<file path="src/rtl/mem_bus_pkg.sv">
// ---------------------------------------------------------------------------
// mem_bus_pkg
// Shared definitions for the two-master data-bus arbiter.
// Contents:
//   DATA_W / MASK_W   bus data and byte-mask widths
//   ADDR_WIDTH_DEF    default bus byte-address width
//   IO_SEL_BIT        address bit that selects the IO page
//   rd_state_e        master-1 read-tracking FSM states
//   is_io_addr()      helper that tests the IO select bit
// ---------------------------------------------------------------------------
package mem_bus_pkg;

  localparam int DATA_W         = 32;
  localparam int MASK_W         = 4;
  localparam int ADDR_WIDTH_DEF = 14;
  localparam int IO_SEL_BIT     = ADDR_WIDTH_DEF - 1;

  typedef enum logic {
    ST_IDLE    = 1'b0,
    ST_RD_PEND = 1'b1
  } rd_state_e;

  function automatic logic is_io_addr(input logic [ADDR_WIDTH_DEF-1:0] addr);
    return addr[IO_SEL_BIT];
  endfunction

endpackage

</file>
<file path="src/rtl/mem_bus_arbiter_if.sv">
// ---------------------------------------------------------------------------
// mem_bus_arbiter_if
// Bundles the core port (m0_*), the secondary-master port (m1_*) and the
// downstream bus towards the RAM/IO decode (s_*).
// Modports:
//   slave  - arbiter view: takes both master requests and s_rdata,
//            drives read data/grant/status back and the bus outward
//   master - requester/bus-model view, the mirror image of slave
// ---------------------------------------------------------------------------
interface mem_bus_arbiter_if
  import mem_bus_pkg::*;
#(
  parameter int ADDR_WIDTH = 14
);

  logic [ADDR_WIDTH-1:0] m0_addr;
  logic [DATA_W-1:0]     m0_wdata;
  logic [MASK_W-1:0]     m0_mask;
  logic                  m0_rstrb;
  logic                  m0_wstrb;
  logic [DATA_W-1:0]     m0_rdata;

  logic                  m1_req;
  logic                  m1_we;
  logic [ADDR_WIDTH-1:0] m1_addr;
  logic [DATA_W-1:0]     m1_wdata;
  logic [MASK_W-1:0]     m1_mask;
  logic                  m1_gnt;
  logic                  m1_rvalid;
  logic [DATA_W-1:0]     m1_rdata;
  logic                  m1_starved;

  logic [ADDR_WIDTH-1:0] s_addr;
  logic [DATA_W-1:0]     s_wdata;
  logic [MASK_W-1:0]     s_mask;
  logic                  s_rstrb;
  logic                  s_wstrb;
  logic [DATA_W-1:0]     s_rdata;

  modport slave (
    input  m0_addr, m0_wdata, m0_mask, m0_rstrb, m0_wstrb,
    output m0_rdata,
    input  m1_req, m1_we, m1_addr, m1_wdata, m1_mask,
    output m1_gnt, m1_rvalid, m1_rdata, m1_starved,
    output s_addr, s_wdata, s_mask, s_rstrb, s_wstrb,
    input  s_rdata
  );

  modport master (
    output m0_addr, m0_wdata, m0_mask, m0_rstrb, m0_wstrb,
    input  m0_rdata,
    output m1_req, m1_we, m1_addr, m1_wdata, m1_mask,
    input  m1_gnt, m1_rvalid, m1_rdata, m1_starved,
    input  s_addr, s_wdata, s_mask, s_rstrb, s_wstrb,
    output s_rdata
  );

endinterface

</file>
<file path="src/rtl/mem_bus_arbiter_starve_counter.sv">
// ---------------------------------------------------------------------------
// starve_counter
// Counts consecutive cycles in which master 1 requests but is not granted,
// saturating at STARVE_LIMIT, and raises a registered starvation flag.
// Ports:
//   clk        system clock, rising edge
//   rst        asynchronous active-low reset
//   i_req      master-1 request
//   i_gnt      master-1 grant this cycle
//   o_starved  registered starvation flag
// ---------------------------------------------------------------------------
module starve_counter #(
  parameter int STARVE_LIMIT = 255,
  parameter int CNT_WIDTH    = 8
) (
  input  logic clk,
  input  logic rst,
  input  logic i_req,
  input  logic i_gnt,
  output logic o_starved
);

  localparam logic [CNT_WIDTH-1:0] LIMIT = CNT_WIDTH'(STARVE_LIMIT);

  logic [CNT_WIDTH-1:0] r_cnt;
  logic [CNT_WIDTH-1:0] w_cnt_next;
  logic                 w_waiting;
  logic                 r_starved;

  assign w_waiting = i_req & ~i_gnt;

  // Any grant or a cycle without a request ends the starvation run.
  always_comb begin
    w_cnt_next = r_cnt;
    if (!w_waiting) begin
      w_cnt_next = '0;
    end else if (r_cnt < LIMIT) begin
      w_cnt_next = r_cnt + 1'b1;
    end
  end

  // The flag is registered alongside the counter, so it shows up in the
  // cycle right after the counter lands on the limit and drops one cycle
  // after the run is broken.
  always_ff @(posedge clk or negedge rst) begin
    if (!rst) begin
      r_cnt     <= '0;
      r_starved <= 1'b0;
    end else begin
      r_cnt     <= w_cnt_next;
      r_starved <= w_waiting && (w_cnt_next == LIMIT);
    end
  end

  assign o_starved = r_starved;

endmodule

</file>
<file path="src/rtl/mem_bus_arbiter.sv">
// ---------------------------------------------------------------------------
// mem_bus_arbiter
// Two-master arbiter in front of the SoC data bus (data RAM + IO page).
// Master 0 (core data port) has absolute priority with no stall and no
// added latency. Master 1 is granted only in cycles where the core issues
// no strobe; its single outstanding read is tracked and starvation flagged.
// Ports:
//   clk   system clock, rising edge
//   rst   asynchronous active-low reset
//   bus   mem_bus_arbiter_if.slave: m0_* core port, m1_* secondary port,
//         s_* bus towards RAM/IO decode (1-cycle read latency)
// ---------------------------------------------------------------------------
module mem_bus_arbiter
  import mem_bus_pkg::*;
#(
  parameter int ADDR_WIDTH   = 14,
  parameter int STARVE_LIMIT = 255,
  parameter int CNT_WIDTH    = 8
) (
  input  logic                clk,
  input  logic                rst,
  mem_bus_arbiter_if.slave    bus
);

  logic                  w_m0_active;
  logic                  w_m1_gnt;
  logic                  w_m1_rd_gnt;
  logic                  w_m1_rvalid;
  logic [ADDR_WIDTH-1:0] w_s_addr;
  logic [DATA_W-1:0]     w_s_wdata;
  logic [MASK_W-1:0]     w_s_mask;
  logic                  w_s_rstrb;
  logic                  w_s_wstrb;
  logic                  w_starved;
  rd_state_e             r_state;
  rd_state_e             w_state_next;
  logic [DATA_W-1:0]     r_m1_rdata;

  assign w_m0_active = bus.m0_rstrb | bus.m0_wstrb;
  // Gating with rst keeps the bus quiet while the block is held in reset.
  assign w_m1_gnt    = bus.m1_req & ~w_m0_active & rst;
  assign w_m1_rd_gnt = w_m1_gnt & ~bus.m1_we;

  // Bus mux: core first, then master 1; an idle bus still carries the
  // core's address/data fields so the core path never passes through
  // extra select logic beyond the strobes.
  always_comb begin
    w_s_addr  = bus.m0_addr;
    w_s_wdata = bus.m0_wdata;
    w_s_mask  = bus.m0_mask;
    w_s_rstrb = 1'b0;
    w_s_wstrb = 1'b0;
    if (rst) begin
      if (w_m0_active) begin
        w_s_rstrb = bus.m0_rstrb;
        w_s_wstrb = bus.m0_wstrb;
      end else if (w_m1_gnt) begin
        w_s_addr  = bus.m1_addr;
        w_s_wdata = bus.m1_wdata;
        w_s_mask  = bus.m1_mask;
        w_s_rstrb = ~bus.m1_we;
        w_s_wstrb = bus.m1_we;
      end
    end
  end

  // Read-tracking state register.
  always_ff @(posedge clk or negedge rst) begin
    if (!rst) begin
      r_state <= ST_IDLE;
    end else begin
      r_state <= w_state_next;
    end
  end

  // Every read grant lands in RD_PEND for exactly the next cycle, which
  // is when the bus returns its data; back-to-back reads keep it there.
  always_comb begin
    w_state_next = ST_IDLE;
    if (w_m1_rd_gnt) begin
      w_state_next = ST_RD_PEND;
    end
  end

  // Capture master-1 read data so it stays visible after rvalid drops.
  always_ff @(posedge clk or negedge rst) begin
    if (!rst) begin
      r_m1_rdata <= '0;
    end else if (r_state == ST_RD_PEND) begin
      r_m1_rdata <= bus.s_rdata;
    end
  end

  assign w_m1_rvalid = (r_state == ST_RD_PEND);

  starve_counter #(
    .STARVE_LIMIT (STARVE_LIMIT),
    .CNT_WIDTH    (CNT_WIDTH)
  ) u_starve (
    .clk       (clk),
    .rst       (rst),
    .i_req     (bus.m1_req),
    .i_gnt     (w_m1_gnt),
    .o_starved (w_starved)
  );

  assign bus.s_addr     = w_s_addr;
  assign bus.s_wdata    = w_s_wdata;
  assign bus.s_mask     = w_s_mask;
  assign bus.s_rstrb    = w_s_rstrb;
  assign bus.s_wstrb    = w_s_wstrb;
  assign bus.m0_rdata   = bus.s_rdata;
  assign bus.m1_gnt     = w_m1_gnt;
  assign bus.m1_rvalid  = w_m1_rvalid;
  assign bus.m1_rdata   = w_m1_rvalid ? bus.s_rdata : r_m1_rdata;
  assign bus.m1_starved = w_starved;

endmodule

</file>
<file path="src/flat_wrapper.sv">
// flat-port wrapper written by rule: the top's interface ports become plain ports
module mem_bus_arbiter_flat import mem_bus_pkg::*;
#(
  parameter int ADDR_WIDTH   = 14,
  parameter int STARVE_LIMIT = 255,
  parameter int CNT_WIDTH    = 8
)
  (clk, rst, bus_m0_addr, bus_m0_wdata, bus_m0_mask, bus_m0_rstrb, bus_m0_wstrb, bus_m0_rdata, bus_m1_req, bus_m1_we, bus_m1_addr, bus_m1_wdata, bus_m1_mask, bus_m1_gnt, bus_m1_rvalid, bus_m1_rdata, bus_m1_starved, bus_s_addr, bus_s_wdata, bus_s_mask, bus_s_rstrb, bus_s_wstrb, bus_s_rdata);
  mem_bus_arbiter_if #(.ADDR_WIDTH(ADDR_WIDTH)) bus_i ();
  input  logic clk;
  input  logic rst;
  input wire logic [$bits(bus_i.m0_addr)-1:0] bus_m0_addr;
  input wire logic [$bits(bus_i.m0_wdata)-1:0] bus_m0_wdata;
  input wire logic [$bits(bus_i.m0_mask)-1:0] bus_m0_mask;
  input wire logic [$bits(bus_i.m0_rstrb)-1:0] bus_m0_rstrb;
  input wire logic [$bits(bus_i.m0_wstrb)-1:0] bus_m0_wstrb;
  output wire logic [$bits(bus_i.m0_rdata)-1:0] bus_m0_rdata;
  input wire logic [$bits(bus_i.m1_req)-1:0] bus_m1_req;
  input wire logic [$bits(bus_i.m1_we)-1:0] bus_m1_we;
  input wire logic [$bits(bus_i.m1_addr)-1:0] bus_m1_addr;
  input wire logic [$bits(bus_i.m1_wdata)-1:0] bus_m1_wdata;
  input wire logic [$bits(bus_i.m1_mask)-1:0] bus_m1_mask;
  output wire logic [$bits(bus_i.m1_gnt)-1:0] bus_m1_gnt;
  output wire logic [$bits(bus_i.m1_rvalid)-1:0] bus_m1_rvalid;
  output wire logic [$bits(bus_i.m1_rdata)-1:0] bus_m1_rdata;
  output wire logic [$bits(bus_i.m1_starved)-1:0] bus_m1_starved;
  output wire logic [$bits(bus_i.s_addr)-1:0] bus_s_addr;
  output wire logic [$bits(bus_i.s_wdata)-1:0] bus_s_wdata;
  output wire logic [$bits(bus_i.s_mask)-1:0] bus_s_mask;
  output wire logic [$bits(bus_i.s_rstrb)-1:0] bus_s_rstrb;
  output wire logic [$bits(bus_i.s_wstrb)-1:0] bus_s_wstrb;
  input wire logic [$bits(bus_i.s_rdata)-1:0] bus_s_rdata;
  assign bus_i.m0_addr = bus_m0_addr;
  assign bus_i.m0_wdata = bus_m0_wdata;
  assign bus_i.m0_mask = bus_m0_mask;
  assign bus_i.m0_rstrb = bus_m0_rstrb;
  assign bus_i.m0_wstrb = bus_m0_wstrb;
  assign bus_m0_rdata = bus_i.m0_rdata;
  assign bus_i.m1_req = bus_m1_req;
  assign bus_i.m1_we = bus_m1_we;
  assign bus_i.m1_addr = bus_m1_addr;
  assign bus_i.m1_wdata = bus_m1_wdata;
  assign bus_i.m1_mask = bus_m1_mask;
  assign bus_m1_gnt = bus_i.m1_gnt;
  assign bus_m1_rvalid = bus_i.m1_rvalid;
  assign bus_m1_rdata = bus_i.m1_rdata;
  assign bus_m1_starved = bus_i.m1_starved;
  assign bus_s_addr = bus_i.s_addr;
  assign bus_s_wdata = bus_i.s_wdata;
  assign bus_s_mask = bus_i.s_mask;
  assign bus_s_rstrb = bus_i.s_rstrb;
  assign bus_s_wstrb = bus_i.s_wstrb;
  assign bus_i.s_rdata = bus_s_rdata;
  mem_bus_arbiter #(.ADDR_WIDTH(ADDR_WIDTH), .STARVE_LIMIT(STARVE_LIMIT), .CNT_WIDTH(CNT_WIDTH)) u_core (.clk(clk), .rst(rst), .bus(bus_i));
endmodule
</file>
<file path="config.mk">
export PLATFORM = sky130hd
export DESIGN_NAME = mem_bus_arbiter_flat
export DESIGN_NICKNAME = d
export VERILOG_FILES = /design/src/rtl/mem_bus_pkg.sv /design/src/rtl/mem_bus_arbiter_if.sv /design/src/rtl/mem_bus_arbiter_starve_counter.sv /design/src/rtl/mem_bus_arbiter.sv /design/src/flat_wrapper.sv
export SDC_FILE = /design/constraint.sdc
export NUM_CORES = 1
export LEC_CHECK = 0
export ABC_AREA = 1
export CAP_MARGIN = 30
export CORE_AREA = 2 2 100 102
export DETAILED_ROUTE_END_ITERATION = 10
export DIE_AREA = 0 0 102 104
export HOLD_SLACK_MARGIN = 0.06
export PLACE_DENSITY = 0.82
export SYNTH_ARGS = -nofsm -noshare
export SYNTH_HDL_FRONTEND = slang
export SYNTH_SLANG_ARGS = --single-unit
</file>
<file path="constraint.sdc">
create_clock -name clk -period 1.5 [get_ports clk]
set_input_delay 0.225 -clock clk [delete_from_list [all_inputs] [get_ports clk]]
set_output_delay 0.225 -clock clk [all_outputs]
set_load 0.05 [all_outputs]
</file>
### After elaboration in Yosys (flattened, before gate mapping)

Index checks and enable logic that the tools add are counted.

| word-level totals | value |
|---|---|
| flip-flop bits (word level) | 42 |
| word-level logic and storage cells | 35 |
| bits in writable memories | 0 |
| output and inout port bits | 119 |
| memories | 0 |
| latch bits | 0 |
| bits of input ports | 138 |
| memory bits (read-only) | 0 |

| operators by class | value |
|---|---|
| reductions and logical operators | 1 |
| muxes and demuxes | 19 |
| magnitude comparators | 1 |
| divide/modulo/power cells | 0 |
| equal/unequal tests | 1 |
| add/sub/neg operators | 1 |
| shifts and indexed selects | 0 |
| bitwise logic cells | 8 |
| multiply operators | 0 |

Operator list:

| operator | number |
|---|---|
| $mux W32 | 4 |
| $mux W14 | 3 |
| $mux W8 | 2 |
| $mux W4 | 3 |
| $add A8 B1 Y8 const B | 1 |
| $eq A8 B8 Y1 const B | 1 |
| $lt A8 B8 Y1 const B | 1 |
| $mux W1 | 7 |
| $and A1 B1 Y1 | 4 |
| $not A1 Y1 | 3 |
| $logic_and A1 B1 Y1 | 1 |
| $or A1 B1 Y1 | 1 |

### Depth between registers and ports, before layout

Gate-level depths: netlist of the first run.

| logic depth | value |
|---|---|
| depth after elaboration | 9 |
| gate-level depth with buffers | 9 |
| depth with buffers taken out | 9 |

### Modules after synthesis

Synthesis of the first run repeated with hierarchy kept, for this count alone.

| second synthesis, totals | value |
|---|---|
| cells, all modules | 349 |
| area, all modules | 2743.9 um2 |

Modules (own cells, without submodules):

| module | cells each | seq. area each (um2) | area each (um2) | instances |
|---|---|---|---|---|
| mem_bus_arbiter | 275 | 825.8 | 2185.8 | 1 |
| starve_counter | 74 | 225.2 | 558.0 | 1 |

### Least setup slack after synthesis of the first run

OpenSTA, ideal clock, no wires.

| timing | value |
|---|---|
| path type | reg2out |
| start | register u_core.r_state, in the netlist u_core.bus.m1_rvalid |
| end | output port bus_m1_rdata[2] |
| buffers on the path | 2 |
| arrival | 1596 ps |
| setup slack | -321 ps |
| cell stages (with the launch flop) | 4 |
| required time | 1275 ps |
| cells stage by stage | dfrtp_1 -> clkbuf_1 -> buf_2 -> mux2_1 |

| on the way | value |
|---|---|
| cells in the longest elaborated chain, start to end | 1 |

RTL lines:

| item | RTL line | source |
|---|---|---|
| from (decl) | mem_bus_arbiter.sv:35 | `rd_state_e r_state;` |
| from (signal assigned) | mem_bus_arbiter.sv:72 | `r_state <= w_state_next;` |
| $mux W32 | mem_bus_arbiter.sv:115 | `assign bus.m1_rdata = w_m1_rvalid ? bus.s_rdata : r_m1_rdata;` |
| to (decl) | flat_wrapper.sv:25 | `output wire logic [$bits(bus_i.m1_rdata)-1:0] bus_m1_rdata;` |

No other way between the ends.

### Final worst setup path of the first run

| timing | value |
|---|---|
| start | register u_core.r_state, in the netlist u_core.bus.m1_rvalid |
| end | output port bus_m1_rdata[20] |

Same word-level chain as after synthesis.

==> reports/results.txt, run 1 <==
The run finished, with violations left. The final reports fail on negative setup slack. The proportion of power drawn by combinational gates came out at 0.665. After synthesis the cells add up to 2660 um2. Post-layout worst setup margin: -0.145 ns. The net count of the finished layout came out at 752. The die area was 10600 um2; the HPWL after detailed placement was 9.78 mm. The critical path starts at u_core.bus.m1_rvalid. The routed design has 13.1 mm of wire. The clock buffer count from CTS is 5. Leaving out fill and tap cells, the most frequent cell in the layout is sky130_fd_sc_hd__clkdlybuf4s50_1. 0 antenna diodes ended up in the layout. By area, the combinational part of the netlist is dominated by simple AND/OR/NAND/NOR gates. The maximum clock path buffer count was 2; the post-route cell area was 7560 um2. The number of global-route vias before repair came out at 3478.

The logs give 0 for the final count of pins violating max slew and 0 for the yosys synthesis warning count. For this run, the number of standard cells in the final layout without fillers is 746. The sequential share of power is 0.229.

By area the synthesized netlist is led by sky130_fd_sc_hd__dfrtp_1 (40%), sky130_fd_sc_hd__nand2_1 (23%), sky130_fd_sc_hd__mux2_2 (13%). The logs give 0.713 for the worst slew margin relative to its limit and 1.27 ns for the data required time of the worst path. During placement, the flow inserted port buffers numbering 256. OpenSTA, run right after detailed placement, puts the worst setup slack at -0.469 ns. After detailed routing, the number of remaining DRC violations is 0. By startpoint and endpoint, the worst setup path is classified as reg -> out.

Setup violations remaining at the end of the flow were counted as 42. In the routed layout, each cell is associated on average with a via count of 4.51. After routing, the total negative slack on setup checks comes to -4.19 ns. The share of the clock period used by the worst path was 1.10; the post-placement cell count was 722. The clock-pin slew on the worst setup and hold paths came out at 0.07 ns.

Total net switching power: 2450 uW. Synthesis produced a netlist with a net count of 480. Yosys mapped the design onto 30 distinct sky130hd cell types. The most area-hungry cell type in the Yosys netlist is sky130_fd_sc_hd__dfrtp_1. The maximum ir drop on the vdd rail came out at 495 uV. The cell-internal power is 3710 uW, and the total overflow reported by the global router is 0. The final hold violation count is 0, and the global-route wire length before repair is 17.6 mm. The highest attainable clock frequency came out at 608 MHz. Counting stages on the worst path, the most repeated cell is sky130_fd_sc_hd__buf_12.

At the pin with the least slew margin, the transition time is 0.430 ns. Share of synthesized area spent on multiplexers: 0.136. The data arrival time of the worst path is 1.42 ns. The region available for standard cell placement spans 9550 um2.

The post-synthesis share of cell area spent on and, or, nand and nor gates works out to 0.296. The total routing resource utilization after global routing was 0.211; the post-detailed-route count of antenna-violating nets was 0. Sort of element at the end of the critical path: an output pin. The switching fraction of total power was 0.398; the leakage dissipation was 0.00344 uW. The gate count of the mapped netlist was 341.

The logs give 0.396 for the proportion of synthesized chip area in sequential cells and 257 for the total I/O pin count. The DRC marker count from the first detailed-route iteration is 121, and the synthesized-area fraction occupied by ao, oa, aoi and oai cells is 0.0240. The path class of the tightest hold or removal check is in -> async.

In this run the critical register-to-register path is launched from u_core.u_starve.r_cnt[0]. Setup repair after global routing could not meet its margin everywhere. Before antenna repair, the detailed router went through 4 iterations. The layout overhead on the synthesized area is 185%. The cell with the largest stage delay on the worst path is sky130_fd_sc_hd__dfrtp_2. The placed instances occupy a cell area of 6710 um2. Largest fanout on the critical path: 20.

The XOR/XNOR share of the synthesized area was 0.00660. After layout, the minimum clock period comes to 1.65 ns. Entering global routing, the biggest net connects 36 pins. The fraction of final layout cells with drive strength greater than 1 was 0.533. The top cell types in the final layout, fill and taps aside, are sky130_fd_sc_hd__clkdlybuf4s50_1 (133), sky130_fd_sc_hd__buf_12 (124), sky130_fd_sc_hd__nand2_1 (75), sky130_fd_sc_hd__nand2_2 (50), sky130_fd_sc_hd__nand2_4 (42). Maximum cell stage delay along the critical path: 0.42 ns.

The synthesized area per cell came out at 7.79 um2. In this run the horizontal extent of the chip is 102 um. The signal on the critical path passes through buf_12, mux2_4, buf_12. At the end of routability-driven placement, the weighted congestion stood at 0.994. The clock net in this run drives a total of 42 sinks. The adder-cell area share of the yosys netlist works out to 0.00471. The number of antenna violations at the first check in global routing was 0; the wire length per cell after detailed routing was 17.5 um. The largest clock skew in the final design was 0.00807 ns. STA classifies the critical path startpoint as a flop.

Starting density of the core: 0.278. The power density over cell area was 814 nW/um2; the proportion of netlist area held by the largest area contributor was 0.396. The clock reaches the later pin of the worst-skew pair after 0.28 ns. Power comes to 6160 uW. Across the run, the number of max-cap violations was 0.

The die outline height was 104 um. The tools report the relative contribution of the clock network to total power as 0.106. The root buffer cell is sky130_fd_sc_hd__clkbuf_8. The logs give 2 for the number of H-tree branching levels and 36 for the number of cell rows. After synthesis the netlist holds a flip-flop and latch count of 42. The total via count after detailed routing was 3362. TritonCTS built the clock tree.
==> worst paths after layout <==
kind	end	slack, ns	cells past startpoint
worst max-delay path	bus_m1_rdata[20]	-0.15	3
worst min-delay path	u_core.r_m1_rdata[10]	0.18	3
worst max register to register	u_core.u_starve.o_starved	0.04	7
worst min register to register	u_core.r_m1_rdata[4]	0.52	1
max in group asynchronous	u_core.u_starve.r_cnt[1]	0.68	3
min in group clk	u_core.u_starve.r_cnt[0]	0.47	4
==> per-layer routing <==
| metal | track usage | up-vias | share of wire |
|---|---|---|---|
| li1 | - | 1574 | - |
| met1 | 0.205 | 1556 | 0.31 |
| met2 | 0.425 | 198 | 0.57 |
| met3 | 0.0470 | 34 | 0.081 |
| met4 | 0.0638 | 0 | 0.038 |
| met5 | 0 | - | 0 |
==> worst max-delay path, delay by kind of cell, from the launching register on <==
kind | cells | cell delay (ns)
buffers and inverters | 2 | 0.36
flip-flops | 1 | 0.42
multiplexers | 1 | 0.35
==> stage by stage <==
| step | hold slack [ns] | util |
|---|---|---|
| final | 0.181 | 0.792 |
| after global routing | 0.225 | 0.792 |
| after CTS | 0.192 | 0.738 |
| after detailed placement | 0.206 | 0.703 |
| after global placement | 0.215 | 0.703 |
| after floorplan | -0.0706 | - |
==> area by class of cell <==
| type | count | area (um2) |
|---|---|---|
| Clock inverter | 2 | 10.0 |
| Multi-Input combinational cell | 237 | 1850 |
| Tap cell | 133 | 166 |
| Fill cell | 546 | 1980 |
| Timing Repair Buffer | 311 | 4340 |
| Sequential cell | 42 | 1050 |
| Inverter | 16 | 73.8 |
| Clock buffer | 5 | 68.8 |
==> power groups by stage <==
| stage | logic [uW] | clock network, uW | registers [uW] |
|---|---|---|---|
| global route | 4220 | 740 | 1430 |
| global placement | 3850 | 0 | 1410 |
| CTS | 3980 | 674 | 1410 |
| finish | 4090 | 652 | 1410 |
| floorplan | 1840 | 0 | 1400 |
| detailed placement | 3900 | 0 | 1430 |
==> flip-flops by register name (all words and copies together) (netlist names) <==
| name | flops |
|---|---|
| u_core.bus.m1_rvalid | 1 |
| u_core.r_m1_rdata | 32 |
| u_core.u_starve.r_cnt | 8 |
| u_core.u_starve.o_starved | 1 |
==> Yosys cell counts <==
master	instances
sky130_fd_sc_hd__o21a_1	1
sky130_fd_sc_hd__clkbuf_1	6
sky130_fd_sc_hd__clkinv_2	1
sky130_fd_sc_hd__o21ai_0	2
sky130_fd_sc_hd__mux2_2	31
sky130_fd_sc_hd__nor2_2	3
sky130_fd_sc_hd__buf_2	8
sky130_fd_sc_hd__a21boi_2	1
sky130_fd_sc_hd__dfrtp_1	42
sky130_fd_sc_hd__mux2_1	1
sky130_fd_sc_hd__clkinv_1	2
sky130_fd_sc_hd__inv_1	12
sky130_fd_sc_hd__a31oi_1	1
sky130_fd_sc_hd__ha_1	1
sky130_fd_sc_hd__xor2_1	1
sky130_fd_sc_hd__nand2_2	3
sky130_fd_sc_hd__inv_2	1
sky130_fd_sc_hd__nand3_1	8
sky130_fd_sc_hd__a21boi_1	1
sky130_fd_sc_hd__nand3_2	1
sky130_fd_sc_hd__nor3_2	1
sky130_fd_sc_hd__o21ai_1	1
sky130_fd_sc_hd__nand2_1	164
sky130_fd_sc_hd__nand2_4	1
sky130_fd_sc_hd__xnor2_1	1
sky130_fd_sc_hd__a21oi_4	1
sky130_fd_sc_hd__nor2_4	1
sky130_fd_sc_hd__nor2_1	10
sky130_fd_sc_hd__nand4_1	2
sky130_fd_sc_hd__buf_4	32
==> cell families after synthesis <==
family | count (synthesis)
AND/OR/NAND/NOR | 194
flip-flops | 42
XOR/XNOR | 2
buffers and inverters | 62
adder cells (fa/ha/maj) | 1
multiplexers | 32
AO/OA/AOI/OAI | 8
==> what timing repair did <==
action | 4_1_cts | 5_1_grt
setup endpoints to repair | 86 | 73
pin swaps | 3 | 44
gates resized for setup | 54 | 116
buffers inserted | 3 | 6
hold buffers | 1 | 0
gates cloned | 3 | 6
hold endpoints to repair | 7 | 0
No activity file was read; power rests on OpenSTA's default activity.
==> run 2, diff against run 1 <==
SKIP_CTS_REPAIR_TIMING = 1   (was not set)
==> reports/results.txt, run 2 (synthesized netlist as in run 1, its figures left out) <==
The root buffer cell chosen for the clock tree is sky130_fd_sc_hd__clkbuf_8. The cell-internal power is 3660 uW. The register with the most flip-flops in the layout has 32 of them. In this run the deepest clock path goes through 2 buffers. The final reports fail on negative setup slack.

In this run, placement finished with an instance count of 722. In this run the standard cell core region covers 9550 um2. In the routed design, unresolved DRC markers number 0.

STA classifies the critical path endpoint as an output pin. Timing would allow up to 608 MHz. The net count of the finished layout is 750. In this run the worst path has a maximum fanout of 20.

The starting density of the core is 0.278. The count of buffers added on input and output ports is 256. For this block, the initial DRC count from the detailed router was 131. The count of fill cells added during filler insertion is 618. CTS built an H-tree with a depth of 2. Post-detailed-route via-to-cell ratio: 4.44. For the count of clock tree sinks, the log shows 42. The die covers 10600 um2. The data required time of the worst path is 1.27 ns, and the post-placement cell area is 6710 um2.

Setup repair after global routing could not meet its margin everywhere. The critical path goes through buf_12, mux2_4, buf_12. For the data arrival time of the worst path, the log shows 1.42 ns.

Entering global routing, the biggest net connects 36 pins. The logs give -0.144 ns for the post-layout worst setup margin and 0.234 for the sequential share of power. The logs give 0.714 for the worst slew margin relative to its limit and 0.00338 uW for the leakage dissipation. The total routing resource utilization after global routing is 0.201. The congestion estimate from routability-driven global placement came to 0.994.

The die outline height is 104 um, and the largest clock skew in the final design is 0.00754 ns. After the flow finishes, the layout carries non-filler instances totaling 744. The layout overhead on the synthesized area is 170%.

Number of antenna violations at the first check in global routing: 0. The utilization after layout is 0.751. The share of the clock period used by the worst path was 1.10.

The clock-pin slew on the worst setup and hold paths works out to 0.07 ns. The largest registers in the layout are u_core.r_m1_rdata (32), u_core.u_starve.r_cnt (8). TritonCTS built the clock tree.

The worst setup path is launched from a flop. The switching fraction of total power is 0.394. The slowest stage of the critical path is the sky130_fd_sc_hd__dfrtp_2 cell. Counting flops per register, the top entry is u_core.r_m1_rdata. The tools report the relative contribution of the clock network to total power as 0.108. For this design the top-level I/O count stands at 257. Clock buffer count from CTS: 5.

The library cell used most frequently in the layout, excluding fill and tap cells, is sky130_fd_sc_hd__clkdlybuf4s50_1. For the proportion of power drawn by combinational gates, the log shows 0.658. The number of global-route vias before repair came out at 3393. The run gives 0 as the max-capacitance violation count. The later-pin clock latency in the skew report came out at 0.28 ns.

The run gives 0 as the final hold violation count. The wire length per cell after detailed routing is 15.8 um. For this design the total switching power over the nets is 2380 uW.

The total overflow left after global routing is 0. Die boundary width: 102 um. The path class of the lowest-slack min-delay path was in -> async. Setup violations remaining at the end of the flow were counted as 32. The maximum ir drop on the vdd rail is 496 uV, and the fraction of final layout cells with drive strength greater than 1 is 0.445. Final count of pins violating max slew: 0. On the worst path, the slowest cell contributes a delay of 0.42 ns. The start-to-end type of the worst setup path is reg -> out. Cell type with the highest occurrence count on the critical path: sky130_fd_sc_hd__buf_12. The power density over cell area works out to 842 nW/um2. At the pin with the least slew margin, the transition time is 0.430 ns. The floorplan has 36 rows. Leaving out fill and tap cells, the most frequent cells in the layout are sky130_fd_sc_hd__clkdlybuf4s50_1 (133), sky130_fd_sc_hd__nand2_1 (128), sky130_fd_sc_hd__buf_12 (122), sky130_fd_sc_hd__dfrtp_1 (40), sky130_fd_sc_hd__buf_4 (39). The first global-routing pass estimated 16.8 mm of wire.

The routed design has 11.8 mm of wire. Once detail routing completed, the nets flagged for antenna violations numbered 0. The logs give 9.78 mm for the HPWL after detailed placement and 4 for the count of TritonRoute iterations in the first routing pass. For the total via count after detailed routing, the log shows 3302. With fillers left out, the area of the finished cells amounts to 7170 um2. The run gives 0.07 ns as the register-to-register setup slack.

Counting I/O delays and the setup requirement, the final critical path takes 1.64 ns. 0 antenna diodes ended up in the layout. The flow ran to the end, but the final reports show violations. Final sum of negative setup slack: -4.07 ns.

The run gives 0.173 ns as the worst hold slack.
[run 2: cell types whose count changed in the layout (fill, tap and decap cells not counted), sizes merged]
cell          previous run  this run
inv                     12        13
buf                    173       170
clkinv                   6         5
dlymetal6s2s             0         1
[run 2: power groups by stage]
stage                     clock [uW]  sequential, uW  combinational, uW
after floorplan                    0            1400               1840
after global placement             0            1410               3850
after detailed placement           0            1430               3900
after CTS                        674            1410               3910
after global routing             741            1430               4100
final                            653            1410               3970
[run 2: worst paths after layout]
path                                           from                        end  depth (start not counted)
setup / recovery               u_core.bus.m1_rvalid           bus_m1_rdata[29]                          3
hold reg to reg                u_core.r_m1_rdata[4]       u_core.r_m1_rdata[4]                          1
hold / removal                                  rst      u_core.r_m1_rdata[10]                          3
max in group asynchronous                       rst   u_core.u_starve.r_cnt[1]                          3
setup reg to reg           u_core.u_starve.r_cnt[0]  u_core.u_starve.o_starved                          7
min in group clk               u_core.r_m1_rdata[4]       u_core.r_m1_rdata[4]                          1
[run 2: final cells by class]
type | instances | area, um2 | share of cell area
Timing Repair Buffer | 309 | 4290 | 0.598
Tap cell | 133 | 166 | 0.0232
Clock buffer | 5 | 68.8 | 0.00960
Clock inverter | 2 | 10.0 | 0.00140
Sequential cell | 42 | 1050 | 0.147
Multi-Input combinational cell | 237 | 1510 | 0.211
Inverter | 16 | 68.8 | 0.00960
[run 2: critical path, delay by kind of cell, from the launching register on]
kind     cells  cell delay, ns
buf+inv      2            0.35
mux          1            0.35
flops        1            0.42
[run 2: routing by layer]
metal | vias to the layer above | GRT usage | routed length [um]
li1 | 1571 | - | -
met1 | 1510 | 0.193 | 3790
met2 | 201 | 0.406 | 6680
met3 | 20 | 0.0464 | 1020
met4 | 0 | 0.0610 | 294
met5 | - | 0 | 0
[run 2: per-stage QoR]
stage	setup WS, ns	power (uW)
floorplan	0.0112	3250
global placement	-0.445	5250
detailed placement	-0.469	5330
CTS	-0.481	5990
global route	-0.192	6270
finish	-0.144	6040
==> run 3, diff against run 2 <==
CAP_MARGIN = 25   (was 30)
==> results of run 3 <==
No change in the layout: final DEF, timing and power equal those of run 2.
